### src/rtl/imem_pkg.sv
// imem_pkg: shared types, constants and address helpers for the instruction memory.
`default_nettype none

package imem_pkg;

  typedef enum logic {CLEAR, RUN} imem_state_t;

  localparam logic [31:0] NOP_INSTR = 32'h0000_0013;

  // Word index of a byte address; upper bits wrap modulo depth.
  function automatic logic [31:0] word_idx(input logic [63:0] addr, input int unsigned depth);
    return 32'((addr >> 2) % 64'(depth));
  endfunction

  function automatic logic addr_ok(input logic [63:0] addr, input int unsigned depth);
    return (addr[1:0] == 2'b00) && (addr < 64'(depth) * 64'd4);
  endfunction

endpackage

`default_nettype wire

### src/rtl/imem_array.sv
// imem_array: DEPTH x XLEN storage, one synchronous read port and one write port, read-before-write.
`default_nettype none

module imem_array #(
  parameter int XLEN  = 32,
  parameter int DEPTH = 32,
  parameter int IW    = $clog2(DEPTH)
) (
  input  logic            clk,
  input  logic            clr,
  input  logic            re,
  input  logic [IW-1:0]   raddr,
  output logic [XLEN-1:0] rdata,
  input  logic            we,
  input  logic [IW-1:0]   waddr,
  input  logic [XLEN-1:0] wdata
);

  logic [XLEN-1:0] mem [DEPTH];

  // Contents are zeroed by the controller's sweep, so the array itself has no reset.
  always_ff @(posedge clk) begin
    if (we)
      mem[waddr] <= wdata;
  end

  always_ff @(posedge clk) begin
    if (clr)
      rdata <= '0;
    else if (re)
      rdata <= mem[raddr];
  end

endmodule

`default_nettype wire

### src/rtl/instr_mem_ctrl.sv
// instr_mem_ctrl: instruction memory with 1-cycle fetch, program-load port and post-reset clear sweep.
// Optional INSTR_MEM_FAULT_EN: fault/NOP on misaligned or out-of-range fetch, drop such loads.
`default_nettype none

module instr_mem_ctrl
  import imem_pkg::*;
#(
  parameter int XLEN  = 32,
  parameter int DEPTH = 32,
  parameter int AW    = 32
) (
  input  logic            clk,
  input  logic            reset,
  input  logic            fetch_req,
  input  logic [AW-1:0]   fetch_addr,
  output logic            fetch_ready,
  output logic            fetch_valid,
  output logic [XLEN-1:0] fetch_instr,
  output logic            fetch_fault,
  input  logic            load_we,
  input  logic [AW-1:0]   load_addr,
  input  logic [XLEN-1:0] load_data,
  output logic            load_ready,
  output logic            busy
);

  localparam int IW = $clog2(DEPTH);

  imem_state_t     state;
  logic [IW-1:0]   clr_cnt;
  logic            ready;
  logic            sel_nop;
  logic            fetch_acc;
  logic            load_acc;
  logic            fetch_ok;
  logic            load_ok;
  logic [IW-1:0]   fetch_idx;
  logic [IW-1:0]   load_idx;
  logic            mem_we;
  logic [IW-1:0]   mem_waddr;
  logic [XLEN-1:0] mem_wdata;
  logic [XLEN-1:0] mem_rdata;

  assign fetch_idx = IW'(word_idx(64'(fetch_addr), DEPTH));
  assign load_idx  = IW'(word_idx(64'(load_addr), DEPTH));

`ifdef INSTR_MEM_FAULT_EN
  assign fetch_ok = addr_ok(64'(fetch_addr), DEPTH);
  assign load_ok  = addr_ok(64'(load_addr), DEPTH);
`else
  assign fetch_ok = 1'b1;
  assign load_ok  = 1'b1;
`endif

  assign fetch_ready = ready;
  assign load_ready  = ready;
  assign fetch_acc   = fetch_req && ready;
  assign load_acc    = load_we && ready && load_ok;

  // The sweep owns the single write port while clearing; loads are not accepted then.
  assign mem_we    = (state == CLEAR) || load_acc;
  assign mem_waddr = (state == CLEAR) ? clr_cnt : load_idx;
  assign mem_wdata = (state == CLEAR) ? '0 : load_data;

  imem_array #(
    .XLEN  (XLEN),
    .DEPTH (DEPTH),
    .IW    (IW)
  ) u_array (
    .clk   (clk),
    .clr   (reset),
    .re    (fetch_acc),
    .raddr (fetch_idx),
    .rdata (mem_rdata),
    .we    (mem_we),
    .waddr (mem_waddr),
    .wdata (mem_wdata)
  );

  // sel_nop only changes on an accepted fetch so fetch_instr holds between responses.
  assign fetch_instr = sel_nop ? XLEN'(NOP_INSTR) : mem_rdata;

  always_ff @(posedge clk) begin
    if (reset) begin
      state       <= CLEAR;
      clr_cnt     <= '0;
      busy        <= 1'b1;
      ready       <= 1'b0;
      fetch_valid <= 1'b0;
      fetch_fault <= 1'b0;
      sel_nop     <= 1'b0;
    end else begin
      case (state)
        CLEAR: begin
          clr_cnt <= clr_cnt + IW'(1);
          if (clr_cnt == IW'(DEPTH - 1)) begin
            state <= RUN;
            busy  <= 1'b0;
            ready <= 1'b1;
          end
        end
        default: ;
      endcase
      fetch_valid <= fetch_acc;
      fetch_fault <= fetch_acc && !fetch_ok;
      if (fetch_acc)
        sel_nop <= !fetch_ok;
    end
  end

endmodule

`default_nettype wire

### config.mk
export PLATFORM = sky130hd
export DESIGN_NAME = instr_mem_ctrl
export DESIGN_NICKNAME = d
export VERILOG_FILES = /design/src/rtl/imem_pkg.sv /design/src/rtl/imem_array.sv /design/src/rtl/instr_mem_ctrl.sv
export SDC_FILE = /design/constraint.sdc
export NUM_CORES = 1
export LEC_CHECK = 0
export CAP_MARGIN = 40
export CORE_ASPECT_RATIO = 0.9
export CORE_MARGIN = 3
export CORE_UTILIZATION = 58
export DETAILED_ROUTE_END_ITERATION = 10
export GPL_ROUTABILITY_DRIVEN = 1
export GPL_TIMING_DRIVEN = 0
export MAX_ROUTING_LAYER = met4
export PLACE_DENSITY = 0.87
export SYNTH_ARGS = -nofsm -noshare
export SYNTH_HDL_FRONTEND = slang
export SYNTH_SLANG_ARGS = --single-unit
### constraint.sdc
create_clock -name clk -period 4 [get_ports clk]
set_input_delay 1.2 -clock clk [delete_from_list [all_inputs] [get_ports clk]]
set_output_delay 1.2 -clock clk [all_outputs]
set_load 0.005 [all_outputs]
## Word-level counts from Yosys, hierarchy flattened

Memory sizes are Yosys's and may differ from the RTL's. A register that Yosys moved wholly into a read port is not among the register bits.
Cells that the tools add are included.
W data, S select, Z words.

- Bitwise logic cells: 1
- Equality and inequality tests: 1
- $mul: 0
- Shift-type cells: 0
- Order comparisons: 0
- Div/mod/pow operators: 0
- Multiplexer cells: 6
- Reductions and logical operators: 4
- Add/sub/neg operators: 1

Operator list:

| kind | number |
|---|---|
| $mux W32 | 1 |
| $add A5 B1 Y5 const B | 1 |
| $eq A5 B5 Y1 const B | 1 |
| $mux W5 | 1 |
| $mux W1 | 4 |
| $logic_and A1 B1 Y1 | 2 |
| $reduce_and A2 Y1 | 1 |
| $logic_or A1 B1 Y1 | 1 |
| $not A1 Y1 | 1 |

- Logic and storage cells: 19
- Bits in registers: 9
- Bits in writable memories: 1024
- Memories: 1
- ROM bits: 0
- Input port bits: 100
- Latch bits: 0

Memories:

| name | words | bits a word | rd ports | clocked after memory_dff | wr ports | line | source |
|---|---|---|---|---|---|---|---|
| u_array.mem | 32 | 32 | 1 | 1 | 1 | imem_array.sv:19 | `logic [XLEN-1:0] mem [DEPTH];` |

## Longest topological paths before layout

Gate-level depths: netlist (run 1).

- Word-level depth: 4
- Mapped depth: 8

## Cells and area by module

From an unflattened synthesis (run 1), not the netlist that was laid out.

- Cell total of the unflattened synthesis: 2318
- Area total of the unflattened synthesis: 41424.7 sq um

By module, submodules not included:

| module | sequential area each (sq um) | area an instance (sq um) | cells each | instances |
|---|---|---|---|---|
| imem_array | 31390.1 | 40740.3 | 2238 | 1 |
| instr_mem_ctrl | 180.2 | 684.4 | 80 | 1 |

## Worst setup path after synthesis (run 1)

Ideal clock, no wire load.

- Kind: input to register
- Start point: in load_addr[3]
- End point: mem u_array.mem[0][0], enable pin
- Setup slack: 0.555 ns
- Arrival time: 3.024 ns
- Required time: 3.579 ns
- Buffers on the path: 0
- Library setup time: 0.421 ns
- Stages: 4
- Cell sequence: nand4b_1 -> o21ai_0 -> nand2_1 -> nor2_1

- Longest elaborated chain between the ends: 1

RTL lines:

| element | line | source |
|---|---|---|
| from (decl) | instr_mem_ctrl.sv:21 | `input logic [AW-1:0] load_addr,` |
| $mux W5 | instr_mem_ctrl.sv:62 | `assign mem_waddr = (state == CLEAR) ? clr_cnt : load_idx;` |
| to (decl) | imem_array.sv:19 |  |

No other way between the ends.

==> results of run 1 <==
## final cells by class
type	instances	area, um2	area share
clock buffers	121	2600	0.0537
well taps	940	1180	0.0243
flip-flops and latches	1065	31600	0.652
repair buffers	156	2270	0.0470
multi-input cells	1114	9360	0.193
inverters	5	18.8	0.000387
plain buffers	145	942	0.0194
diodes	1	2.50	0.0000517
clock inverters	58	502	0.0104
## path summary, 6_finish.rpt
path | startpoint | endpoint | slack, ps
worst min-delay path | busy | busy | 470
worst max register to register | state | u_array.mem[7][10] | 660
worst min register to register | busy | busy | 470
worst max-delay path | fetch_addr[3] | u_array.rdata[20] | 90
## critical path: stages
cell and delay, ps:
sky130_fd_sc_hd__clkdlybuf4s50_1 560, sky130_fd_sc_hd__nor2b_1 210, sky130_fd_sc_hd__clkbuf_1 760, sky130_fd_sc_hd__buf_1 720
sky130_fd_sc_hd__a22oi_1 210, sky130_fd_sc_hd__a21oi_1 360, sky130_fd_sc_hd__or4_1 280, sky130_fd_sc_hd__a211oi_2 90
## kinds of logic after synthesis
kind of cell / synth area share
AO/OA/AOI/OAI: 0.0728
XOR/XNOR: 0.000421
adder cells (fa/ha/maj): 0.000601
buffers and inverters: 0.0231
flip-flops: 0.758
multiplexers: 0.124
other: 0.0000900
AND/OR/NAND/NOR: 0.0209
## synthesized netlist by cell type (all sizes together) (6+ instances only)
cell type	number	share of area
and2	34	0.0051
edfxtp	1024	0.74
nor2b	6	0.00090
buf	69	0.016
clkbuf	76	0.0071
a22oi	256	0.046
or4	32	0.0058
a21oi	130	0.016
nor2	71	0.0064
nand2	14	0.0013
a211oi	32	0.0096
mux2i	515	0.12
dfxtp	41	0.020
## registers in the layout, summed over array words and instances, names as in the netlist
| name | count |
|---|---|
| u_array.rdata | 32 |
| fetch_ready | 1 |
| clr_cnt | 5 |
| u_array.mem | 1024 |
| state | 1 |
| busy | 1 |
| fetch_valid | 1 |
## through the flow
stage	util	instance area [um2]	TNS, ps
2_1_floorplan	-	41600	0
3_3_place_gp	0.618	43600	-1639630
3_5_place_dp	0.641	45200	-5730
4_1_cts	0.685	48300	0
5_1_grt	0.687	48400	0
6_report	0.687	48400	0
## routing by layer
metal,vias up,share of wire,wire length [um],global-route usage
met3,553,0.15,18900,0.102
li1,9851,-,-,-
met5,-,0,0,-
met1,12600,0.33,41000,0.426
met4,0,0.065,8000,0.185
met2,2578,0.45,55700,0.494
## power groups by stage
stage | registers (W) | logic [W] | clock network [W]
finish | 0.0122 | 0.00124 | 0.00921
global route | 0.0122 | 0.00125 | 0.00960
CTS | 0.0122 | 0.00119 | 0.00917
detailed placement | 0.0124 | 0.00116 | 0
global placement | 0.0124 | 0.00105 | 0
floorplan | 0.0124 | 0.000659 | 0
==> load_flow_metrics.sql, run 1 <==
INSERT INTO impl_metrics (metric_group, metric, value, unit) VALUES
('outcome', 'run_status', 'complete, no violations', ''),
('cts', 'clock_root_buffer', 'sky130_fd_sc_hd__clkbuf_16', ''),
('power_and_ir_drop', 'cellLeakagePower', '16.6', 'nW'),
('logic_synthesis', 'synth-warning-count', '0', ''),
('setup_path', 'kind_of_critical_path', 'in -> reg', ''),
('logic_synthesis', 'seq_cells_post_synth', '1065', ''),
('cts', 'clock_buffer_count_from_cts', '96', ''),
('setup_path', 'crit_path_max_fanout', '10', ''),
('logic_synthesis', 'synth_enable_flop_cells', '1024', ''),
('cts', 'postCtsHoldBufs', '0', ''),
('sta', 'timing.fmax', '256', 'MHz'),
('die', 'die_area', '75100', 'um2'),
('global_routing', 'grt_first_pass_wirelength', '174000', 'um'),
('final_layout', 'finalNetCount', '2685', ''),
('logic_synthesis', 'synthesis.nets', '2431', ''),
('global_routing', 'antenna_found_initial', '3', ''),
('run', 'max_cap_viol_count', '0', ''),
('power_and_ir_drop', 'power_switching_share', '0.218', ''),
('sta', 'max_slew_margin', '0.309', ''),
('global_routing', 'grt_util_all_layers', '0.338', ''),
('drt', 'routedWlPerCell', '34.3', 'um'),
('drt', 'drt_pass1_iterations', '6', ''),
('logic_synthesis', 'synth_top_flop_cell', 'sky130_fd_sc_hd__edfxtp_1', ''),
('final_layout', 'commonest_non_fill_non_tap_cell_in_the_layout', 'sky130_fd_sc_hd__edfxtp_1', ''),
('cts', 'htree_levels', '3', ''),
('die', 'initial_core_util', '0.590', ''),
('power_and_ir_drop', 'sequentialPowerShare', '0.539', ''),
('logic_synthesis', 'mean_post_synth_cell_area', '17.9', 'um2'),
('hold_path', 'hold_path_depth', '1', ''),
('power_and_ir_drop', 'total_power', '0.0227', 'W'),
('drt', 'detail_route.wirelength', '124000', 'um'),
('placed_design', 'detailedPlacementHpwl', '79700', 'um'),
('cts', 'clk-insertion-delay-late', '670', 'ps'),
('cts', 'ctsLongestPathBuffers', '3', ''),
('setup_path', 'rr_worst_depth', '6', ''),
('power_and_ir_drop', 'power_switching', '0.00494', 'W'),
('cts', 'post_cts.resized_instances', '0', ''),
('sta', 'timing.clock.skew', '16.6', 'ps'),
('sta', 'share_of_the_cycle_needed_by_the_critical_path_after_routing', '0.976', ''),
('drt', 'total_drc_errors_in_the_routed_layout', '0', ''),
('hold_path', 'hold_path_class', 'reg -> reg', ''),
('power_and_ir_drop', 'ir_worst_vdd', '0.397', 'mV'),
('logic_synthesis', 'netlist_area', '41600', 'um2'),
('logic_synthesis', 'count_of_mapped_cells_out_of_synthesis', '2329', ''),
('sta', 'post-route-worst-setup-slack', '94.1', 'ps'),
('setup_path', 'worst_setup_path_end_kind', 'register', ''),
('cts', 'cts.sink_count', '1065', ''),
('power_and_ir_drop', 'clock_power_share', '0.407', ''),
('die', 'die_x', '288', 'um'),
('power_and_ir_drop', 'power_per_cell_area', '468', 'nW/um2'),
('placed_design', 'dp.cells', '3418', ''),
('drt', 'drt_first_iter_violations', '4558', ''),
('sta', 'tightest_slew', '1040', 'ps'),
('cts', 'post-cts-setup-buffer-count', '0', ''),
('final_layout', 'n_fill_cell', '4090', ''),
('sta', 'timing_hold_violations_final', '0', ''),
('setup_path', 'worst_ep_required_time', '4510', 'ps'),
('cts', 'clk_pin_slew_worst_paths', '70', 'ps'),
('final_layout', 'instances_no_fill', '3605', ''),
('final_layout', 'mostFrequentLayoutCells', '1,024 x sky130_fd_sc_hd__edfxtp_1, 515 x sky130_fd_sc_hd__mux2i_1, 256 x sky130_fd_sc_hd__a22oi_1, 130 x sky130_fd_sc_hd__a21oi_1, 101 x sky130_fd_sc_hd__clkbuf_16', ''),
('die', 'die_height', '260', 'um'),
('power_and_ir_drop', 'p_int', '0.0177', 'W'),
('drt', 'ratio_of_routed_vias_to_standard_cells', '7.08', ''),
('final_layout', 'layout_overhead_on_the_synthesized_area', '16.3', '%'),
('placed_design', 'place_ws', '-280', 'ps'),
('die', 'core_area', '70600', 'um2'),
('sta', 'fin_crit', '3910', 'ps'),
('sta', 'setup_viol', '0', ''),
('final_layout', 'drive_gt1_frac', '0.129', ''),
('global_routing', 'first_global_vias', '25800', ''),
('placed_design', 'io_buffer_count', '80', '');
Note: power is estimated with default switching activity, not from simulation.
==> run 2: changes to the inputs <==
--- a/config.mk
+++ b/config.mk
@@ -7,7 +7,7 @@
 export LEC_CHECK = 0
 export CAP_MARGIN = 40
 export CORE_ASPECT_RATIO = 0.9
-export CORE_MARGIN = 3
+export CORE_MARGIN = 5
 export CORE_UTILIZATION = 58
 export DETAILED_ROUTE_END_ITERATION = 10
 export GPL_ROUTABILITY_DRIVEN = 1
@@ -17,3 +17,4 @@
 export SYNTH_ARGS = -nofsm -noshare
 export SYNTH_HDL_FRONTEND = slang
 export SYNTH_SLANG_ARGS = --single-unit
+export TNS_END_PERCENT = 5
==> run 2 against run 1 <==
  * The run now ends with negative setup slack left
  * Die area increased by 2.9%
  * Power is 1.2% higher
  * Core utilization is 0.62 points lower
  * Non-clock buffer count grew 6
  * Sequential cell count did not move
  * Global-route usage is 0.86 points lower
  * Sequential power hardly changed
  * Combinational power barely moved
  * Final cell count is 0.42% higher
  * Setup slack lost 140 ps
  * Critical endpoint is now u_array.rdata[23]
==> load_flow_metrics.sql, run 2 (synthesized netlist as in run 1, its figures left out) <==
INSERT INTO impl_metrics (metric_group, metric, value, unit) VALUES
('final_layout', 'drive_gt1_frac', '0.131', ''),
('hold_path', 'hold_path_class', 'reg -> reg', ''),
('final_layout', 'n_fill_cell', '4131', ''),
('cts', 'cts.sink_count', '1065', ''),
('final_layout', 'largest-register', 'u_array.mem', ''),
('setup_path', 'reg2reg_to', 'u_array.mem[21][1]', ''),
('sta', 'max_slew_margin', '0.302', ''),
('outcome', 'run_status', 'complete, but fails checks', ''),
('drt', 'routedWlPerCell', '35.4', 'um'),
('final_layout', 'top_registers', 'u_array.mem x1024, u_array.rdata x32, clr_cnt x5', ''),
('setup_path', 'rr_worst_depth', '7', ''),
('final_layout', 'seqCellArea', '31600', 'um2'),
('cts', 'post_cts.resized_instances', '0', ''),
('sta', 'setup_total_negative_slack', '-129', 'ps'),
('power_and_ir_drop', 'ir_worst_vdd', '0.371', 'mV'),
('cts', 'clk-insertion-delay-late', '670', 'ps'),
('placed_design', 'detailedPlacementHpwl', '78200', 'um'),
('power_and_ir_drop', 'total_power', '0.0229', 'W'),
('cts', 'clock_buffer_count_from_cts', '96', ''),
('setup_path', 'crit_path_max_incr_delay', '850', 'ps'),
('sta', 'post-route-worst-setup-slack', '-49.7', 'ps'),
('setup_path', 'highest_delay_cell_along_the_critical_path', 'sky130_fd_sc_hd__clkbuf_1', ''),
('sta', 'timing.clock.skew', '23.8', 'ps'),
('setup_path', 'worstPathArrival', '4560', 'ps'),
('die', 'core_area', '71300', 'um2'),
('die', 'die_height', '264', 'um'),
('sta', 'tightest_slew', '1050', 'ps'),
('sta', 'fin_crit', '4050', 'ps'),
('cts', 'post-cts-setup-buffer-count', '0', ''),
('setup_path', 'reg2reg_from', 'state', ''),
('die', 'die_area', '77300', 'um2'),
('setup_path', 'kind_of_critical_path', 'in -> reg', ''),
('run', 'max_cap_viol_count', '0', ''),
('global_routing', 'grt_first_pass_wirelength', '177000', 'um'),
('drt', 'drt_first_iter_violations', '4497', ''),
('sta', 'share_of_the_cycle_needed_by_the_critical_path_after_routing', '1.01', ''),
('setup_path', 'worst_setup_path_end_kind', 'register', ''),
('drt', 'detail_route.wirelength', '128000', 'um'),
('setup_path', 'crit_path_max_fanout', '10', ''),
('cts', 'cts_tree', 'done', ''),
('drt', 'postRouteAntennaNets', '0', ''),
('sta', 'timing_hold_violations_final', '0', ''),
('setup_path', 'critPathMostFrequentCell', 'sky130_fd_sc_hd__clkbuf_1', ''),
('global_routing', 'overflow', '0', ''),
('cts', 'htree_levels', '3', ''),
('setup_path', 'worstSetupEndpoint', 'u_array.rdata[23]', ''),
('placed_design', 'gp_routability_congestion', '0.890', ''),
('global_routing', 'first_global_vias', '26000', ''),
('setup_path', 'setup.worst_path.start_class', 'primary input', ''),
('die', 'die_x', '292', 'um'),
('global_routing', 'grt_max_degree', '33', ''),
('global_routing', 'antenna_found_initial', '1', ''),
('sta', 'setup_viol', '4', ''),
('sta', 'final_max_slew_viol_count', '0', ''),
('sta', 'timing.fmax', '247', 'MHz'),
('setup_path', 'critical_path.cell_chain', 'clkdlybuf4s50_1, nor2b_1, clkbuf_1, clkbuf_1, a22oi_1, a21oi_1, or4_1, a211oi_2', ''),
('setup_path', 'startpoint', 'fetch_addr[4]', ''),
('die', 'initial_core_util', '0.584', ''),
('placed_design', 'io_buffer_count', '80', ''),
('final_layout', 'commonest_non_fill_non_tap_cell_in_the_layout', 'sky130_fd_sc_hd__edfxtp_1', ''),
('cts', 'clk_pin_slew_worst_paths', '60', 'ps'),
('sta', 'grt_setup_unrepaired', 'no', ''),
('cts', 'clock_root_buffer', 'sky130_fd_sc_hd__clkbuf_16', ''),
('final_layout', 'multiInputGateArea', '9360', 'um2'),
('setup_path', 'worst_ep_required_time', '4510', 'ps'),
('outcome', 'violated_checks', 'negative setup slack', ''),
('drt', 'drt_pass1_iterations', '6', ''),
('final_layout', 'finalNetCount', '2691', ''),
('setup_path', 'reg2reg_slack', '630', 'ps'),
('power_and_ir_drop', 'power_per_cell_area', '473', 'nW/um2'),
('cts', 'postCtsHoldBufs', '0', ''),
('drt', 'vias', '25800', ''),
('drt', 'ratio_of_routed_vias_to_standard_cells', '7.11', ''),
('cts', 'ctsLongestPathBuffers', '3', ''),
('drt', 'total_drc_errors_in_the_routed_layout', '0', ''),
('final_layout', 'layout_overhead_on_the_synthesized_area', '16.5', '%'),
('die', 'fp-row-count', '93', ''),
('final_layout', 'largest_reg_flops', '1024', ''),
('power_and_ir_drop', 'cellLeakagePower', '16.6', 'nW'),
('global_routing', 'grt_util_all_layers', '0.329', ''),
('die', 'floorplan.io_pins', '137', ''),
('final_layout', 'mostFrequentLayoutCells', '1,024 x sky130_fd_sc_hd__edfxtp_1, 515 x sky130_fd_sc_hd__mux2i_1, 256 x sky130_fd_sc_hd__a22oi_1, 130 x sky130_fd_sc_hd__a21oi_1, 99 x sky130_fd_sc_hd__clkbuf_16', '');
-- run 2: cell types whose count changed in the layout (fill, tap and decap cells not counted), moves of 3 or more --
cell                        delta
sky130_fd_sc_hd__clkinv_2      -4
sky130_fd_sc_hd__buf_16       -13
sky130_fd_sc_hd__buf_6         +4
sky130_fd_sc_hd__buf_12       +13
sky130_fd_sc_hd__bufinv_16     +3
sky130_fd_sc_hd__clkbuf_8      +8
-- run 2: layout make-up --
| class | instances | share of cell area |
|---|---|---|
| clock buffer | 126 | 0.0548 |
| multi-input combinational | 1114 | 0.193 |
| inverter | 5 | 0.000387 |
| timing repair buffer | 162 | 0.0464 |
| clock inverter | 51 | 0.0111 |
| antenna | 2 | 0.000103 |
| tap | 950 | 0.0245 |
| buffer | 145 | 0.0194 |
| sequential | 1065 | 0.650 |
-- run 2: critical path: cells and delay by family --
family | cells | cell delay (ps)
buffers and inverters | 3 | 2200
AO/OA/AOI/OAI | 3 | 630
AND/OR/NAND/NOR | 2 | 510
-- run 2: layer usage --
| layer | vias to the layer above | global-route usage | share of wire |
|---|---|---|---|
| li1 | 9852 | - | - |
| met1 | 12500 | 0.396 | 0.31 |
| met2 | 2783 | 0.492 | 0.46 |
| met3 | 615 | 0.103 | 0.16 |
| met4 | 0 | 0.199 | 0.073 |
| met5 | - | - | 0 |
-- run 2: where the power goes --
group	internal [W]	total (W)	switching [W]
clock network	0.00539	0.00947	0.00408
logic	0.000420	0.00126	0.000839
registers	0.0122	0.0122	0.0000374
-- run 2: how the worst min path moves through the flow --
stage / slack (ps) / from / end / cells past startpoint
after global routing: 520 / busy / busy / 1
after global placement: 440 / busy / busy / 1
after detailed placement: 470 / busy / busy / 1
final: 500 / busy / busy / 1
after CTS: 490 / busy / busy / 1
after floorplan: 450 / busy / busy / 1
-- run 2: per-stage QoR --
stage                     area, um2  instances  hold WS [ps]  setup WS, ps  utilization
after CTS                     48200       3598           491           195        0.676
after floorplan               41600       2329           451           555            -
after global placement        43600       3359           444         -2320        0.612
after global routing          48500       3619           518           107        0.680
after detailed placement      45000       3421           472          -345        0.631
final                         48500       3620           498         -49.7        0.680
